## src/rtl/program_loader.sv

```systemverilog
// program_loader: boot-time loader that fills instruction memory from a byte
// stream and holds the core in reset until the image is loaded and verified.
//
// Frame: CNT_LO, CNT_HI (16-bit word count N, little-endian), 4*N data bytes
// (each word little-endian), then one checksum byte = XOR of all data bytes.
//
// Ports:
//   clk        rising-edge clock
//   reset      synchronous, active-low reset
//   rx_data    stream byte
//   rx_valid   rx_data is valid
//   rx_ready   loader accepts a byte this cycle (transfer on valid && ready)
//   mem_we     one-cycle program memory write strobe
//   mem_addr   word index being written (held when mem_we = 0)
//   mem_wdata  assembled instruction word (held when mem_we = 0)
//   core_hold  holds the core / PC in reset while 1
//   done       image loaded and checksum good (sticky)
//   error      bad length or bad checksum (sticky)
module program_loader #(
  parameter int PROGRAM_MEMORY_SIZE_WORDS = 64,
  parameter int ADDR_WIDTH                = 6
) (
  input  logic                  clk,
  input  logic                  reset,
  input  logic [7:0]            rx_data,
  input  logic                  rx_valid,
  output logic                  rx_ready,
  output logic                  mem_we,
  output logic [ADDR_WIDTH-1:0] mem_addr,
  output logic [31:0]           mem_wdata,
  output logic                  core_hold,
  output logic                  done,
  output logic                  error
);

  typedef enum logic [2:0] {
    S_CNT_LO,
    S_CNT_HI,
    S_DATA,
    S_CHECK,
    S_DONE,
    S_ERROR
  } state_t;

  localparam logic [15:0] MAX_WORDS = 16'(PROGRAM_MEMORY_SIZE_WORDS);

  state_t                state, state_nxt;
  logic [15:0]           cnt;
  logic [ADDR_WIDTH-1:0] word_idx;
  logic [1:0]            lane;
  logic [23:0]           asm_q;     // bytes 0..2 of the word being assembled
  logic [7:0]            csum;
  logic                  accept;
  logic                  last_byte;
  logic                  last_word;
  logic [15:0]           cnt_rx;

  // Full count as it stands once the high byte arrives.
  assign cnt_rx    = {rx_data, cnt[7:0]};
  assign last_byte = (lane == 2'd3);
  // In S_DATA cnt >= 1, so cnt - 1 cannot wrap.
  assign last_word = (16'(word_idx) == cnt - 16'd1);
  assign accept    = rx_valid && rx_ready;

  assign done      = (state == S_DONE);
  assign error     = (state == S_ERROR);
  assign core_hold = (state != S_DONE);

  always_ff @(posedge clk) begin
    if (!reset) state <= S_CNT_LO;
    else        state <= state_nxt;
  end

  always_comb begin
    state_nxt = state;
    rx_ready  = 1'b0;
    case (state)
      S_CNT_LO: begin
        rx_ready = reset;
        if (accept) state_nxt = S_CNT_HI;
      end
      S_CNT_HI: begin
        rx_ready = reset;
        if (accept) begin
          if (cnt_rx > MAX_WORDS)  state_nxt = S_ERROR;
          else if (cnt_rx == '0)   state_nxt = S_CHECK;
          else                     state_nxt = S_DATA;
        end
      end
      S_DATA: begin
        rx_ready = reset;
        if (accept && last_byte && last_word) state_nxt = S_CHECK;
      end
      S_CHECK: begin
        rx_ready = reset;
        if (accept) state_nxt = (rx_data == csum) ? S_DONE : S_ERROR;
      end
      default: state_nxt = state;  // terminal states: only reset leaves
    endcase
  end

  always_ff @(posedge clk) begin
    if (!reset) begin
      cnt       <= '0;
      word_idx  <= '0;
      lane      <= '0;
      asm_q     <= '0;
      csum      <= '0;
      mem_we    <= 1'b0;
      mem_addr  <= '0;
      mem_wdata <= '0;
    end else begin
      mem_we <= 1'b0;
      if (accept) begin
        case (state)
          S_CNT_LO: cnt[7:0]  <= rx_data;
          S_CNT_HI: cnt[15:8] <= rx_data;
          S_DATA: begin
            csum <= csum ^ rx_data;
            lane <= lane + 2'd1;  // wraps to 0 after the 4th byte
            if (last_byte) begin
              mem_we    <= 1'b1;
              mem_addr  <= word_idx;
              mem_wdata <= {rx_data, asm_q};
              // Stop at N-1 so the index never leaves the memory range.
              if (!last_word) word_idx <= word_idx + 1'b1;
            end else begin
              asm_q[{lane, 3'b000} +: 8] <= rx_data;
            end
          end
          default: ;
        endcase
      end
    end
  end

endmodule

```

## config.mk

```make
export PLATFORM = sky130hd
export DESIGN_NAME = program_loader
export DESIGN_NICKNAME = d
export VERILOG_FILES = /design/src/rtl/program_loader.sv
export SDC_FILE = /design/constraint.sdc
export NUM_CORES = 1
export LEC_CHECK = 0
export ABC_CLOCK_PERIOD_IN_PS = 6500
export BUFFER_PORTS_ARGS = -buffer_cell sky130_fd_sc_hd__clkbuf_2
export CAP_MARGIN = 40
export CELL_PAD_IN_SITES_DETAIL_PLACEMENT = 1
export CELL_PAD_IN_SITES_GLOBAL_PLACEMENT = 1
export CORE_UTILIZATION = 47
export CTS_CLUSTER_DIAMETER = 120
export DETAILED_ROUTE_END_ITERATION = 16
export PLACE_DENSITY = 0.8
export SLEW_MARGIN = 20
export SYNTH_ARGS = -nofsm -noshare
export SYNTH_HDL_FRONTEND = slang
export SYNTH_SLANG_ARGS = --single-unit
```

## constraint.sdc

```tcl
create_clock -name clk -period 6.5 [get_ports clk]
set_input_delay 1.3 -clock clk [delete_from_list [all_inputs] [get_ports clk]]
set_output_delay 1.3 -clock clk [all_outputs]
set_load 0.05 [all_outputs]
```

== Word level (Yosys, flattened, before mapping) ==
Index checks and enable logic that the tools add are counted.

* Muxes and demuxes: 11
* Eq/ne operators: 13
* Shifts and indexed selects: 2
* Reductions and logical operators: 15
* $add $sub $neg: 4
* Magnitude comparators: 1
* Bitwise gates (word level): 3

{| class="wikitable"
|+ Operators by type and width
! kind !! number
|-
| bitwise mux 24 bit || 1
|-
| variable shift 8 x 7 -> 24 bit (first input constant) || 1
|-
| variable part select 8 x 7 -> 24 bit || 1
|-
| equality test 6 x 16 -> 1 bit || 1
|-
| > comparator 16 x 7 -> 1 bit (second input constant) || 1
|-
| zero test 16 bit || 1
|-
| subtractor 16 x 1 -> 16 bit (second input constant) || 1
|-
| 2-to-1 mux 3 bit || 5
|-
| one-hot mux 3 bit (4 select lines) || 1
|-
| AND reduction 3 bit || 3
|-
| equality test 8 bit || 1
|-
| inequality test 2 bit (second input constant) || 4
|-
| XOR 8 bit || 1
|-
| negation 5 -> 7 bit || 1
|-
| adder 6 x 1 -> 6 bit (second input constant) || 1
|-
| equality test 3 x 2 -> 1 bit (second input constant) || 2
|-
| equality test 3 bit (second input constant) || 2
|-
| AND reduction 2 bit || 3
|-
| AND reduction 5 bit || 1
|-
| 2-to-1 mux 1 bit || 4
|-
| AND reduction 4 bit || 1
|-
| nonzero test 4 bit || 1
|-
| OR reduction 4 bit || 1
|-
| equality test 3 x 1 -> 1 bit (second input constant) || 1
|-
| other kinds (6) || 9
|}

* Input port bits: 11
* Flip-flop bits (word level): 98
* Output and inout port bits: 43

== Logic depth before layout (Yosys ltp) ==
* Depth after elaboration: 8
* Mapped depth: 10
* Mapped depth without buffers: 8

== Least setup slack after synthesis ==
No wires, ideal clock.

* Path kind: input -> output
* Start point: input port reset
* End point: output port rx_ready
* Cell stages on the path: 3
* Arrival time: 2511 ps
* Slack: 2689 ps
* Buffers on the path: 2
* Cell sequence: clkbuf_1 > clkbuf_1 > nor2b_1

* Longest elaborated chain between the ends: 1

{| class="wikitable"
|+ Ends and longest elaborated chain
! element !! RTL line !! source
|-
| start, declared || 24 || <nowiki>input logic reset,</nowiki>
|-
| 2-to-1 mux 1 bit || 77 || <nowiki>case (state)</nowiki>
|-
| end, declared || 27 || <nowiki>output logic rx_ready,</nowiki>
|}

No other way between the ends.

== Worst setup path after layout ==
Same ends and word-level chain as after synthesis.

==> metrics.cfg <==
[pwr]
p_sw_frac=0.265
power.density_nw_per_um2=219
internal-power_w=0.000793
ir_worst_vdd_mv=0.118
pwr-share-clk=0.350
power_leakage_nw=1.81
p_sw_w=0.000286
pwr-share-comb=0.082
seqPwrFrac=0.568

[synthesis]
syn_nets=538
ys_top_cells_by_count=129 x nand2_1, 98 x dfxtp_1, 67 x a21boi_0
synthAdderAreaFrac=0.0225
yosysMostFrequentCell=nand2_1
yosys_warnings=0
synth_top_area_cell=dfxtp_1
yosys.cell_types.count=48
synth.mux.area_fraction=0.0360
synth_top_family_by_area=simple AND/OR/NAND/NOR gates
synthSimpleGateAreaFrac=0.254
synth_area_leaders=dfxtp_1 44%, a21boi_0 11%, nand2_1 11%
synth-main-ff-cell=dfxtp_1
synthXorXnorAreaFrac=0.0512
ys_ff_latch=98
syn_area_um2=4450
yosysSeqAreaShare=0.441
synth-compound-area-share=0.155
async_reset_ff_frac=0
synthCells=519
syn_avg_cell_area_um2=8.57
synth_top_area_share=0.441
synth_edf_count=0

[global_route]
grt_antenna_before_repair=0
grt_pass1_vias=3666
grtUsageMet3=0.0387
grt_pass1_wl_mm=18.1
grt.overflow.total=0
track_usage=0.233
met2_usage=0.398
use_met1=0.305
grt_max_degree=102
grt.busiest_layer=met2

[cts]
insertion_delay_ns=0.36
cts_resized=0
clk_pin_slew_ns=0.09
cts_hold_repair.buffers=0
cts_sinks=98
cts_buffer_depth=2
cts_made_buffers=9
post_cts_buffers=0
h-tree-depth=3
cts_root_buf=clkbuf_8
cts_tree=done

[timing]
final.period_utilization=0.584
hold_ws_ns=0.456
layout_min_cycle_time_ns=3.79
hold_violations=0
setup_tns_ns=0
maxSlewHeadroom=0.462
setup_viol=0
worst_slew_pin_slew_ns=0.806
drv_slew=0
max_freq_mhz=264
rsz0062_at_grt=false
finalClockSkew_ns=0.00910

[status]
status=complete, no violations

[cells_and_area]
final_util=0.536
synthToLayoutAreaGrowth_pct=10.9
antennaDiodeCount=0
nets=572
final_cells=669
fillers=1109
drive_gt1_frac=0.154

[place]
dp_cells=650
place_congestion=0.863
dp.final_hpwl_mm=7.10
io_buffer_count=53

[routing]
drt_pass1_iterations=4
wl_mm=10.8
ant_nets=0
vias_per_cell=5.51
drtIter0Drc=118
drc=0
num_vias=3684
post_drt_wl_per_cell_um=16.2

[die]
die_x_um=99.3
die_y_um=99.3
num_rows=35
start_util=0.483
io_pins=54
die-area_um2=9850
core_area_um2=9200

[critical_path]
cp-start-kind=input port
crit_path_max_fanout=101
critPathKind=input port to primary output
end_kind=primary output
crit_required_ns=5.20
arrival_ns=2.49

[job]
max_cap_violations=0

[hold_path]
hold_class=flip-flop to flip-flop

==> path summary, 6_finish.rpt <==
| check | from | to | slack, ns | depth (start not counted) |
|---|---|---|---|---|
| setup reg to reg | state[1]$_SDFFE_PN0P_ | word_idx[4]$_SDFFE_PN0P_ | 3.76 | 7 |
| hold reg to reg | asm_q[22]$_SDFFE_PN0P_ | asm_q[22]$_SDFFE_PN0P_ | 0.46 | 2 |
| hold / removal | asm_q[22]$_SDFFE_PN0P_ | asm_q[22]$_SDFFE_PN0P_ | 0.46 | 2 |
| setup / recovery | reset | rx_ready | 2.71 | 4 |
==> routing by layer <==
| layer | share of wire | vias up |
|---|---|---|
| met4 | 0.0070 | 0 |
| li1 | - | 1807 |
| met2 | 0.48 | 92 |
| met5 | 0 | - |
| met1 | 0.47 | 1778 |
| met3 | 0.049 | 7 |
==> cell type report <==
cell class	count	area (um2)	area share
inverter	8	30.0	0.00609
sequential	98	1960	0.398
multi-input combinational	377	2310	0.468
timing repair buffer	59	303	0.0614
clock inverter	6	50.0	0.0101
tap	111	139	0.0282
clock buffer	10	138	0.0279
==> cells in the final DEF, fill, tap and decap left out, drive strengths merged, types with 7 or more instances in the layout <==
cell    netlist  final
nand2       129    129
nor2b        22     22
a21boi       70     70
clkbuf       32     64
xor2         22     22
nand3        36     36
nor2          7      7
nor3         11     11
inv           8     10
dfxtp        98     98
mux2i        16     16
ha            8      8
==> critical path, stage by stage <==
cell      delay (ns)
clkbuf_2        0.09
buf_4           0.61
nor2b_1         0.21
clkbuf_2        0.28
==> cells by family (layout without fill, tap and decap cells) <==
family / count (synthesis) / count (layout)
AND/OR/NAND/NOR: 236 / 236
flip-flops: 98 / 98
AO/OA/AOI/OAI: 91 / 91
buffers and inverters: 44 / 83
XOR/XNOR: 26 / 26
multiplexers: 16 / 16
adder cells (fa/ha/maj): 8 / 8
==> state kept, by name, indices dropped and copies added, names as in the netlist <==
| name | count |
|---|---|
| mem_wdata | 32 |
| asm_q | 24 |
| cnt | 16 |
| csum | 8 |
| mem_addr | 6 |
| word_idx | 6 |
| state | 3 |
| lane | 2 |
| mem_we | 1 |
==> power by group through the flow <==
stage               logic [W]  registers [W]  clock network, W
finish              0.0000882       0.000613          0.000378
global route        0.0000954       0.000614          0.000412
CTS                 0.0000876       0.000613          0.000388
detailed placement  0.0000867       0.000627                 0
global placement    0.0000833       0.000626                 0
floorplan           0.0000682       0.000623                 0
==> metrics by stage <==
step,worst slack [ns],instance area (um2),power [W]
after floorplan,2.69,4450,0.000691
after global placement,2.67,4720,0.000710
after detailed placement,2.66,4730,0.000713
after CTS,2.65,4910,0.00109
after global routing,2.57,4930,0.00112
final,2.71,4930,0.00108
(Power assumes the default switching activity.)
